===== config.mk =====
export PLATFORM = sky130hd
export DESIGN_NAME = i2s_tx_serializer_flat
export DESIGN_NICKNAME = d
export VERILOG_FILES = /design/src/rtl/i2s_tx_serializer_if.sv /design/src/rtl/i2s_tx_serializer.sv /design/src/flat_wrapper.sv
export SDC_FILE = /design/constraint.sdc
export NUM_CORES = 1
export LEC_CHECK = 0
export ABC_AREA = 1
export CORE_ASPECT_RATIO = 0.7
export CORE_MARGIN = 2
export CORE_UTILIZATION = 42
export CTS_CLUSTER_SIZE = 16
export DETAILED_ROUTE_END_ITERATION = 8
export GPL_TIMING_DRIVEN = 0
export MAX_ROUTING_LAYER = met4
export PLACE_DENSITY_LB_ADDON = 0.2
export SYNTH_ARGS = -nofsm -noshare
export SYNTH_HDL_FRONTEND = slang
export SYNTH_SLANG_ARGS = --single-unit

===== constraint.sdc =====
create_clock -name clk -period 3.6 [get_ports clk]
set_clock_uncertainty 0.1 [all_clocks]
set_input_delay 0.72 -clock clk [delete_from_list [all_inputs] [get_ports clk]]
set_output_delay 0.72 -clock clk [all_outputs]
set_load 0.02 [all_outputs]

===== src/rtl/i2s_tx_serializer_if.sv =====
// rtl/i2s_tx_serializer_if.sv - PCM sample-pair handshake bundle for the I2S transmitter
interface i2s_tx_serializer_if;
    logic [15:0] din_l;
    logic [15:0] din_r;
    logic        din_valid;
    logic        din_ready;

    modport master (output din_l, output din_r, output din_valid, input din_ready);
    modport slave  (input din_l, input din_r, input din_valid, output din_ready);
endinterface


===== src/rtl/i2s_tx_serializer.sv =====
// rtl/i2s_tx_serializer.sv - Philips I2S transmitter with one-pair holding register
module i2s_tx_serializer #(
    parameter int BCLK_DIV = 4
) (
    input  logic                  clk,
    input  logic                  rst,
    i2s_tx_serializer_if.slave    pcm,
    output logic                  bclk,
    output logic                  lrck,
    output logic                  sdata,
    output logic                  frame_start,
    output logic                  underrun
);

    localparam logic [7:0] DIV_LAST = 8'(BCLK_DIV - 1);

    logic [7:0]  div_cnt;
    logic [4:0]  slot;
    logic [31:0] active;   // {left, right} of the frame on the wire
    logic [31:0] holding;  // next pair waiting for a frame boundary
    logic        full;

    logic        tick;
    logic        fall;
    logic        load;
    logic        accept;
    logic [4:0]  slot_next;
    logic [4:0]  bit_idx;

    // Event decode: divider wrap, bclk falling edge, frame boundary, handshake
    always_comb begin
        tick      = (div_cnt == DIV_LAST);
        fall      = tick && bclk;
        slot_next = slot + 5'd1;
        // Slot s carries active[32-s]; slot 0 thus picks active[0] of the frame
        // being retired, which is the delayed right-channel LSB.
        bit_idx   = 5'd0 - slot_next;
        load      = fall && (slot_next == 5'd0);
        accept    = pcm.din_valid && !full;
    end

    assign pcm.din_ready = ~full;

    // Bit-clock divider: bclk toggles every BCLK_DIV clk cycles
    always_ff @(posedge clk or negedge rst) begin
        if (!rst) begin
            div_cnt <= 8'd0;
            bclk    <= 1'b0;
        end else if (tick) begin
            div_cnt <= 8'd0;
            bclk    <= ~bclk;
        end else begin
            div_cnt <= div_cnt + 8'd1;
        end
    end

    // Slot sequencing and serial output, advanced on bclk falling edges
    always_ff @(posedge clk or negedge rst) begin
        if (!rst) begin
            slot        <= 5'd31;
            lrck        <= 1'b1;
            sdata       <= 1'b0;
            active      <= 32'd0;
            frame_start <= 1'b0;
            underrun    <= 1'b0;
        end else begin
            frame_start <= 1'b0;
            underrun    <= 1'b0;
            if (fall) begin
                slot  <= slot_next;
                lrck  <= slot_next[4];
                sdata <= active[bit_idx];
            end
            if (load) begin
                frame_start <= 1'b1;
                if (full) begin
                    active <= holding;
                end else begin
                    // A pair accepted on this very edge is not yet visible here,
                    // so it waits in holding for the following frame.
                    active   <= 32'd0;
                    underrun <= 1'b1;
                end
            end
        end
    end

    // Holding register: filled on accept, emptied when a frame boundary consumes it
    always_ff @(posedge clk or negedge rst) begin
        if (!rst) begin
            holding <= 32'd0;
            full    <= 1'b0;
        end else if (accept) begin
            holding <= {pcm.din_l, pcm.din_r};
            full    <= 1'b1;
        end else if (load && full) begin
            full <= 1'b0;
        end
    end

endmodule

===== src/flat_wrapper.sv =====
// flat-port wrapper written by rule: the top's interface ports become plain ports
module i2s_tx_serializer_flat 
#(
    parameter int BCLK_DIV = 4
)
  (clk, rst, bclk, lrck, sdata, frame_start, underrun, pcm_din_l, pcm_din_r, pcm_din_valid, pcm_din_ready);
  i2s_tx_serializer_if pcm_i ();
  input  logic clk;
  input  logic rst;
  output logic bclk;
  output logic lrck;
  output logic sdata;
  output logic frame_start;
  output logic underrun;
  input wire logic [$bits(pcm_i.din_l)-1:0] pcm_din_l;
  input wire logic [$bits(pcm_i.din_r)-1:0] pcm_din_r;
  input wire logic [$bits(pcm_i.din_valid)-1:0] pcm_din_valid;
  output wire logic [$bits(pcm_i.din_ready)-1:0] pcm_din_ready;
  assign pcm_i.din_l = pcm_din_l;
  assign pcm_i.din_r = pcm_din_r;
  assign pcm_i.din_valid = pcm_din_valid;
  assign pcm_din_ready = pcm_i.din_ready;
  i2s_tx_serializer #(.BCLK_DIV(BCLK_DIV)) u_core (.clk(clk), .rst(rst), .pcm(pcm_i), .bclk(bclk), .lrck(lrck), .sdata(sdata), .frame_start(frame_start), .underrun(underrun));
endmodule

==> impl_metrics.py <==
metrics = {
    "run_status": {
        "outcome": "finished, final reports clean",
    },
    "clocking": {
        "cts_setup_buffers": 0,
        "clock_sinks": 82,
        "cts_tree": "built",
        "cts_htree_levels": 3,
        "cts_buffers": 9,
        "hold_buffers": 0,
        "cts.path.max_buffers": 2,
        "cts_root_buffer": "clkbuf_16",
        "clkTransAtPathRegs_ns": 0.06,
        "clock_latency_ns": 0.35,
        "cts_resized": 0,
    },
    "die": {
        "die_area_um2": 10000,
        "num_io_pins": 41,
        "placementRows": 29,
        "die_x_um": 119,
        "core_area_um2": 9030,
        "initial_core_util_pct": 43.0,
        "die_y_um": 84.4,
    },
    "yosys": {
        "yosysSeqAreaShare_pct": 53.0,
        "dominantRegCellSynth": "dfrtp_1",
        "synth_area_leaders": "dfrtp_1 (50%), nand2_1 (12%), mux2_2 (9.3%), dfstp_2 (3.4%), inv_1 (2.8%)",
        "ys_async_sr_fraction_pct": 100,
        "synth.cell_area_um2": 3880,
        "synth_top_area_cell": "dfrtp_1",
        "synth_cells": 403,
        "synth.top_cell.area_share_pct": 49.6,
        "yosys_warnings": 0,
        "syn-num-nets": 441,
        "syn_area_per_cell_um2": 9.63,
        "synth_edf_count": 0,
        "synth_cell_type_count": 32,
        "synth-seq-cells": 82,
    },
    "setup_path": {
        "cp_slowest_stage_delay_ns": 0.60,
        "ff2ff_path_depth": 10,
        "cp-end-kind": "primary output",
        "path_class": "flop to primary output",
        "cp_max_fo": 8,
        "startpoint_type": "flop",
        "crit_buf_inv": 3,
        "crit_slowest_cell": "clkdlybuf4s50_1",
        "required_ns": 2.78,
        "path_cells": "buf_2, inv_1, clkdlybuf4s50_1",
        "crit_family": "buffers and inverters",
        "arrival_ns": 1.55,
        "path_depth": 3,
    },
    "cells_and_area": {
        "syn2layout_area_growth_pct": 23.0,
        "drive_gt1_share_pct": 21.5,
        "design_area_um2": 4780,
        "layout.nets": 493,
        "n_fill_cell": 835,
        "n_antenna_cell": 0,
        "fin_util_pct": 52.9,
        "fin_cells": 584,
    },
    "detailed_routing": {
        "first_pass_iters": 5,
        "viasPerCell": 4.77,
        "ant_nets": 0,
        "drtIter0Drc": 125,
        "wl_um": 7660,
        "wl_per_cell_um": 13.1,
        "drc": 0,
        "vias": 2787,
    },
    "sta": {
        "rsz0062_at_grt": "no",
        "fin_crit_sh_pct": 65.8,
        "period_needed_ns": 2.37,
        "finalHoldViolCount": 0,
        "maxSlewViolCount": 0,
        "slew_headroom_pct": 63.9,
        "clock.fmax_mhz": 422,
        "worstMarginPinSlew_ns": 0.542,
        "finalSetupViolCount": 0,
    },
    "power": {
        "cellLeakagePower_nw": 2.23,
        "peakVddDrop_uv": 299,
        "internal_power_mw": 1.84,
        "sw_frac_of_total_pct": 22.5,
        "comb_power_share_pct": 10.8,
        "cellPowerDensity_nw_per_um2": 497,
        "p_sw_uw": 534,
        "seq_power_share_pct": 47.6,
        "clkPwrFrac_pct": 41.7,
    },
    "min_path": {
        "min_path_type": "input port to asynchronous set/reset pin",
    },
    "place": {
        "port_buffers": 40,
        "dp_hpwl_um": 5600,
        "gp_congestion": 0.900,
        "place_area_um2": 4450,
        "placedCellCount": 568,
    },
    "global_routing": {
        "antenna_found_initial": 0,
        "grt_usage_pct": 17.4,
        "first_global_vias": 2702,
        "grt_pass1_wl_um": 13000,
        "gr-total-overflow": 0,
        "grt_start_max_net_pins": 43,
    },
    "flow_run": {
        "cap_violations": 0,
    },
}
## state kept, by name (all words and copies together), names as in the netlist
register	flops
u_core.underrun	1
u_core.slot	5
u_core.bclk	1
u_core.holding	32
u_core.active	32
u_core.div_cnt	8
u_core.sdata	1
u_core.full	1
u_core.frame_start	1
## area by class of cell
class                           count  area, µm²  share of cell area (%)
Sequential cell                    82       2060                    43.1
Multi-Input combinational cell    269       1530                    31.9
Timing Repair Buffer               41        418                    8.75
Clock buffer                       12        246                    5.16
Tap cell                          124        155                    3.25
Buffer                             18        153                    3.20
Inverter                           34        145                    3.04
Clock inverter                      4       75.1                    1.57
## power groups by stage
stage	logic [mW]	clock network, mW	registers [mW]
after floorplan	0.175	0	1.12
after global placement	0.251	0	1.14
after detailed placement	0.261	0	1.15
after CTS	0.262	1.01	1.13
after global routing	0.288	1.06	1.14
final	0.256	0.989	1.13
## cell families after synthesis
family                     after synthesis  share of synthesized area, %
muxes                                   32                          9.28
DFF                                     82                          53.0
xor gates and xnor gates                 4                         0.903
AOI/OAI and AO/OA                       46                          6.96
adders and majority gates                3                         0.967
buffers and inverters                   52                          7.67
and+or+nand+nor                        184                          21.2
## through the flow
step                      power [mW]  worst slack [ns]  TNS [ns]  hold WS, ns
after global placement          1.39             -1.26    -98.24        0.352
after floorplan                 1.30              1.61         0        0.324
final                           2.37              1.23         0        0.251
after global routing            2.49              1.16         0        0.283
after CTS                       2.41              1.21         0        0.270
after detailed placement        1.41              1.40         0        0.357
## synth_stat cells (5+ instances only)
cell     number
nand3_2       8
buf_6         6
nand2_1     128
o21ai_1      20
o21ai_2      10
o21ai_0      14
dfrtp_1      77
nand3_1      15
buf_4         5
nor2_1       21
inv_1        29
dfstp_2       5
mux2_2       32
## layout by cell type, fill, tap and decap left out, types with 3 or more instances in the layout
| cell type | count |
|---|---|
| dfstp_2 | 5 |
| clkdlybuf4s50_1 | 39 |
| dfrtp_1 | 77 |
| nor2_1 | 21 |
| xor2_1 | 4 |
| clkbuf_1 | 4 |
| buf_2 | 4 |
| inv_1 | 29 |
| nand3_1 | 15 |
| ha_1 | 3 |
| nand2_1 | 128 |
| mux2_2 | 32 |
| nand2_4 | 3 |
| nand3_2 | 8 |
| o21ai_2 | 10 |
| buf_6 | 6 |
| clkbuf_16 | 9 |
| o21ai_0 | 14 |
| buf_4 | 6 |
| o21ai_1 | 20 |
## worst paths after layout
path,start,endpoint,slack (ns)
worst max-delay path,u_core.full,pcm_din_ready,1.23
worst min-delay path,rst,u_core.holding[31],0.25
worst max register to register,u_core.slot[2],u_core.active[26],1.44
worst min register to register,u_core.div_cnt[0],u_core.div_cnt[0],0.36
max in group asynchronous,rst,u_core.active[10],2.54
min in group clk,u_core.div_cnt[0],u_core.div_cnt[0],0.36
## routing by layer
metal	global-route usage (%)	part of all wire [%]	wire (µm)
met5	-	0	0
met4	7.36	2.0	157
met3	4.89	4.3	332
met1	23.8	51	3870
met2	24.2	43	3300
Power figures use the tool's default switching activity.
==> RTL change 1, RTL diff (same settings) <==
Register the output `underrun` once more; this adds one clock of latency there. The other outputs are not delayed to match.
--- a/src/rtl/i2s_tx_serializer.sv
+++ b/src/rtl/i2s_tx_serializer.sv
@@ -13,6 +13,8 @@
 );
 
     localparam logic [7:0] DIV_LAST = 8'(BCLK_DIV - 1);
+
+    logic underrun_s0;
 
     logic [7:0]  div_cnt;
     logic [4:0]  slot;
@@ -62,10 +64,10 @@
             sdata       <= 1'b0;
             active      <= 32'd0;
             frame_start <= 1'b0;
-            underrun    <= 1'b0;
+            underrun_s0 <= 1'b0;
         end else begin
             frame_start <= 1'b0;
-            underrun    <= 1'b0;
+            underrun_s0 <= 1'b0;
             if (fall) begin
                 slot  <= slot_next;
                 lrck  <= slot_next[4];
@@ -79,7 +81,7 @@
                     // A pair accepted on this very edge is not yet visible here,
                     // so it waits in holding for the following frame.
                     active   <= 32'd0;
-                    underrun <= 1'b1;
+                    underrun_s0 <= 1'b1;
                 end
             end
         end
@@ -98,4 +100,8 @@
         end
     end
 
+    always_ff @(posedge clk) begin
+        underrun <= underrun_s0;
+    end
+
 endmodule
Formal check against the unedited RTL: not equivalent (Yosys sat finds a counterexample within 10 cycles, from zero or initial values and one cycle with rst low).
==> RTL change 1 against the unedited design <==
Die area is 0.50% higher; sequential cell count grew 1; synthesized area rose by 0.52%; synthesized cell count up 0.25%; wire length decreased by 1.9%; register-to-register slack got worse by 50 ps; total power shrank 2.6%; worst hold slack lost 18 ps; setup slack better by 23 ps; count of clock-buffer cells in the layout unchanged; design area barely moved; first-iteration DRC count rose by 43%; sequential share of layout area grew 0.44 points; critical path type unchanged.
==> RTL change 1: results (changes against the unedited design) <==
set qor(wire_per_inst_um) 12.9 ;# -2.0%
set qor(detail_route.wirelength.met1_mm) 3.89 ;# +0.34%
set qor(total_detailed_routing_wirelength_mm) 7.52 ;# -1.9%
set qor(grt_pass1_vias) 2671 ;# -1.1%
set qor(cts_num_sinks) 83 ;# +1.2%
set qor(dp_cells) 569 ;# +0.18%
set qor(met1_usage_pct) 24.0 ;# +0.27 points
set qor(synth.area.mux_share_pct) 9.24 ;# -0.048 points
set qor(via_count) 2765 ;# -0.79%
set qor(syn-mean-instance-area_um2) 9.66 ;# +0.27%
set qor(detailed_place.area_mm2) 0.00447 ;# +0.45%
set qor(final_nets) 494 ;# +0.20%
set qor(sequential_to_total_area_share_from_yosys_stat_pct) 53.3 ;# +0.24 points
set qor(groute.layer.met2.usage_pct) 23.9 ;# -0.31 points
set qor(ranking_of_synthesized_cells_by_area) {dfrtp_1 49%, nand2_1 12%, mux2_2 9.2%, dfstp_2 3.4%, inv_1 2.8%}
set qor(leakage_power_nw) 2.23 ;# +0.26%
set qor(dr.first_iter.drc_count) 179 ;# +43%
set qor(synth_cell_type_count) 33 ;# +3.1%
set qor(postSynth.asyncResetShare_pct) 98.8 ;# -1.2 points
set qor(irDropWorstVdd_v) 0.000330 ;# +11%
set qor(yosys.area_share.xor_xnor_pct) 0.898 ;# -0.0046 points
set qor(final_cell_area_mm2) 0.00477 ;# about the same
set qor(nFillCells) 801 ;# -4.1%
set qor(grt_max_degree) 44 ;# +2.3%
set qor(critical_path_arrival_ps) 1530 ;# -20 ps
set qor(outcome) {completed}
set qor(multi_input_gate_share_of_total_cell_area_pct) 32.0 ;# about the same
set qor(area_share_nonclk_buffers_pct) 12.0 ;# about the same
set qor(worst_hold_path_type) {flop to flop}
set qor(synth_compound_area_share_pct) 6.93 ;# -0.036 points
RTL change 1: worst max-delay path by stage:
stage / start / to / slack, ps / cells past startpoint
6_report: u_core.full$_DFFE_PN0P_ / pcm_din_ready / 1250 / 3
5_1_grt: u_core.full$_DFFE_PN0P_ / pcm_din_ready / 1190 / 3
2_1_floorplan: u_core.slot[1]$_DFFE_PN1P_ / u_core.active[24]$_DFFE_PN0P_ / 1610 / 11
3_3_place_gp: rst / u_core.holding[19]$_DFFE_PN0P_ / -1200 / 1
4_1_cts: u_core.full$_DFFE_PN0P_ / pcm_din_ready / 1240 / 3
3_5_place_dp: u_core.slot[1]$_DFFE_PN1P_ / u_core.active[30]$_DFFE_PN0P_ / 1400 / 10
RTL change 1: power by group:
group          total, W  internal [W]  switching (W)
Combinational  0.000254      0.000157      0.0000973
Sequential      0.00114       0.00107      0.0000769
Clock          0.000913      0.000558       0.000356
Total           0.00231       0.00178       0.000530
==> RTL change 2, RTL diff (same flow settings) <==
Without the edit above. Reset style: synchronous (`rst`), changed in 3 clocked blocks.
--- a/src/rtl/i2s_tx_serializer.sv
+++ b/src/rtl/i2s_tx_serializer.sv
@@ -42,7 +42,7 @@
     assign pcm.din_ready = ~full;
 
     // Bit-clock divider: bclk toggles every BCLK_DIV clk cycles
-    always_ff @(posedge clk or negedge rst) begin
+    always_ff @(posedge clk) begin
         if (!rst) begin
             div_cnt <= 8'd0;
             bclk    <= 1'b0;
@@ -55,7 +55,7 @@
     end
 
     // Slot sequencing and serial output, advanced on bclk falling edges
-    always_ff @(posedge clk or negedge rst) begin
+    always_ff @(posedge clk) begin
         if (!rst) begin
             slot        <= 5'd31;
             lrck        <= 1'b1;
@@ -86,7 +86,7 @@
     end
 
     // Holding register: filled on accept, emptied when a frame boundary consumes it
-    always_ff @(posedge clk or negedge rst) begin
+    always_ff @(posedge clk) begin
         if (!rst) begin
             holding <= 32'd0;
             full    <= 1'b0;
Function: differs if rst is asserted again (counterexample within 4 cycles, from zero or initial values and one cycle with rst low); with rst held inactive, the same outputs for 10 cycles.
==> RTL change 2 against the unedited design <==
Design area is 7.9% lower; sequential cell count stayed put; setup slack worse by 97 ps; total power is 14% lower; wire length is 10% higher; non-clock buffer count is 14 higher; via count is 18% higher; first-iteration DRC count is 63% higher; synthesized area is 8.0% lower; critical path type unchanged.
==> RTL change 2: results (changes against the unedited design) <==
set qor(crit-reg2reg-launch) {u_core.slot[0]$_SDFFE_PN1P_}
set qor(groute.usage.overall_pct) 20.2 ;# +2.9 points
set qor(clk_transition_reported_paths_ps) 60 ;# about the same
set qor(first_pass_iters) 5 ;# unchanged
set qor(drive_above_1_share_pct) 6.91 ;# -15 points
set qor(dr.first_iter.drc_count) 204 ;# +63%
set qor(max_cap_violations) 0 ;# unchanged
set qor(post_cts.repair.setup_buffers) 0 ;# unchanged
set qor(cts_made_buffers) 9 ;# unchanged
set qor(largest_registers) {u_core.active (32), u_core.holding (32), u_core.div_cnt (8)}
set qor(grt_max_degree) 13 ;# -70%
set qor(clock_latency_ps) 340
set qor(reg2reg_to) {u_core.active[4]$_SDFFE_PN0P_}
set qor(sequential_to_total_area_share_from_yosys_stat_pct) 46.0 ;# -7.1 points
set qor(final_nets) 585 ;# +19%
set qor(worstHoldStart) {u_core.div_cnt[0]$_SDFF_PP0_}
set qor(critical_path_arrival_ps) 1650 ;# +100 ps
set qor(port-buffer-count) 40 ;# unchanged
set qor(post_dr_vias_cell) 5.03 ;# +5.4%
set qor(synth.net_count) 534 ;# +21%
set qor(ys.flop_type) {dfxtp_1}
set qor(ranking_of_synthesized_cells_by_area) {dfxtp_1 46%, nand2_1 13%, nor2_1 8.7%, nand4_1 6.3%, a21oi_1 5.5%}
set qor(synth_cell_type_count) 25 ;# -22%
set qor(grt_antenna_before_repair) 0 ;# unchanged
set qor(ctsLongestPathBuffers) 2 ;# unchanged
set qor(ys_warn_count) 0 ;# unchanged
set qor(wire_length_of_the_first_global_routing_pass_mm) 14.1 ;# +8.3%
set qor(leakage_power_nw) 1.80 ;# -19%
set qor(rrSetupSlack_ps) 1200 ;# -240 ps
set qor(cts_resized) 0 ;# unchanged
set qor(cell_depth_of_the_worst_min_delay_path) 1
set qor(netlist_top_cells_count) {128 x nand2_1, 83 x nor2_1, 82 x dfxtp_1, 39 x a21oi_1, 37 x o21ai_0}
set qor(irDropWorstVdd_v) 0.000328 ;# +9.7%
set qor(antennaDiodeCount) 0 ;# unchanged
set qor(finalSetupViolCount) 0 ;# unchanged
set qor(cts.htree.levels) 3 ;# unchanged
set qor(grt_pass1_vias) 3025 ;# +12%
set qor(crit_path_max_fanout) 8 ;# unchanged
set qor(clock_tree.root_cell) {clkbuf_16}
set qor(timing.hold.worst_endpoint) {u_core.div_cnt[0]$_SDFF_PP0_}
set qor(worst_hold_path_type) {flop to flop}
set qor(dp_hpwl_mm) 6.15 ;# +9.9%
set qor(gp_congestion) 0.915 ;# +1.7%
set qor(postSynth.asyncResetShare_pct) 0 ;# -100 points
set qor(nFillCells) 852 ;# +2.0%
set qor(outcome) {completed}
set qor(worst_slew_margin_rel_pct) 66.9 ;# +3.0 points
set qor(cell_depth_of_the_worst_flop_to_flop_path) 10 ;# unchanged
set qor(wire_per_inst_um) 12.9 ;# -1.7%
-- RTL change 2: cell count changes after synthesis, moves of 7 or more --
| cell | unedited run | this run |
|---|---|---|
| dfxtp_1 | 0 | 82 |
| dfrtp_1 | 77 | 0 |
| nor2_1 | 21 | 83 |
| a21oi_1 | 1 | 39 |
| nand4_1 | 2 | 36 |
| mux2_2 | 32 | 0 |
| o21ai_0 | 14 | 37 |
| o21ai_1 | 20 | 1 |
| clkbuf_1 | 2 | 18 |
| o21ai_2 | 10 | 0 |
| inv_1 | 29 | 21 |
| nand3_2 | 8 | 1 |
-- RTL change 2: cells by family after synthesis --
| family | Yosys count | share of synthesized area, % |
|---|---|---|
| xor gates and xnor gates | 1 | 0.245 |
| and+or+nand+nor | 270 | 32.8 |
| DFF | 82 | 46.0 |
| buffers and inverters | 59 | 8.34 |
| AOI/OAI and AO/OA | 81 | 11.6 |
| adders and majority gates | 3 | 1.05 |
-- RTL change 2: worst max-delay path by stage --
stage / end / cells after the start / start
5_1_grt: pcm_din_ready / 3 / u_core.full$_SDFFE_PN0P_
4_1_cts: pcm_din_ready / 3 / u_core.full$_SDFFE_PN0P_
3_3_place_gp: u_core.holding[27]$_SDFFE_PN0P_ / 5 / rst
2_1_floorplan: u_core.active[10]$_SDFFE_PN0P_ / 10 / u_core.slot[1]$_SDFFE_PN1P_
6_report: pcm_din_ready / 3 / u_core.full$_SDFFE_PN0P_
3_5_place_dp: u_core.holding[26]$_SDFFE_PN0P_ / 5 / rst
-- RTL change 2: final cells by class --
type                    count  area share, %
multi-input cells         355           37.1
clock buffers              12           5.83
clock inverters             2          0.854
well taps                 105           2.99
inverters                  26           2.33
flip-flops and latches     82           37.3
repair buffers             40           9.11
plain buffers              33           4.44
-- RTL change 2: stage by stage --
| stage | cell area [um^2] | power, W | setup slack, ps | hold slack [ps] | instances |
|---|---|---|---|---|---|
| floorplan | 3570 | 0.00107 | 1680 | 330 | 496 |
| global placement | 4100 | 0.00115 | 1060 | 346 | 641 |
| detailed placement | 4100 | 0.00115 | 1060 | 350 | 641 |
| CTS | 4400 | 0.00206 | 1120 | 363 | 655 |
| global route | 4400 | 0.00212 | 1020 | 391 | 655 |
| finish | 4400 | 0.00204 | 1130 | 358 | 655 |
-- RTL change 2: critical path: stages (launching register included) --
cell and delay, ps:
dfxtp_1 310, clkbuf_1 310, inv_1 130, clkdlybuf4s50_1 560
-- RTL change 2: where the power goes --
part           internal, W  total [W]  switching [W]
combinational    0.0000714   0.000168      0.0000965
sequential        0.000943   0.000963      0.0000202
clock             0.000567   0.000905       0.000338
-- RTL change 2: metal layers --
layer  global-route usage [%]  vias to the layer above  share of wire, %
met5                        -                        -                 0
met3                     5.37                       10               5.2
li1                         -                     1729                 -
met4                     6.46                        0               1.1
met2                     30.7                       71                44
met1                     26.4                     1484                50
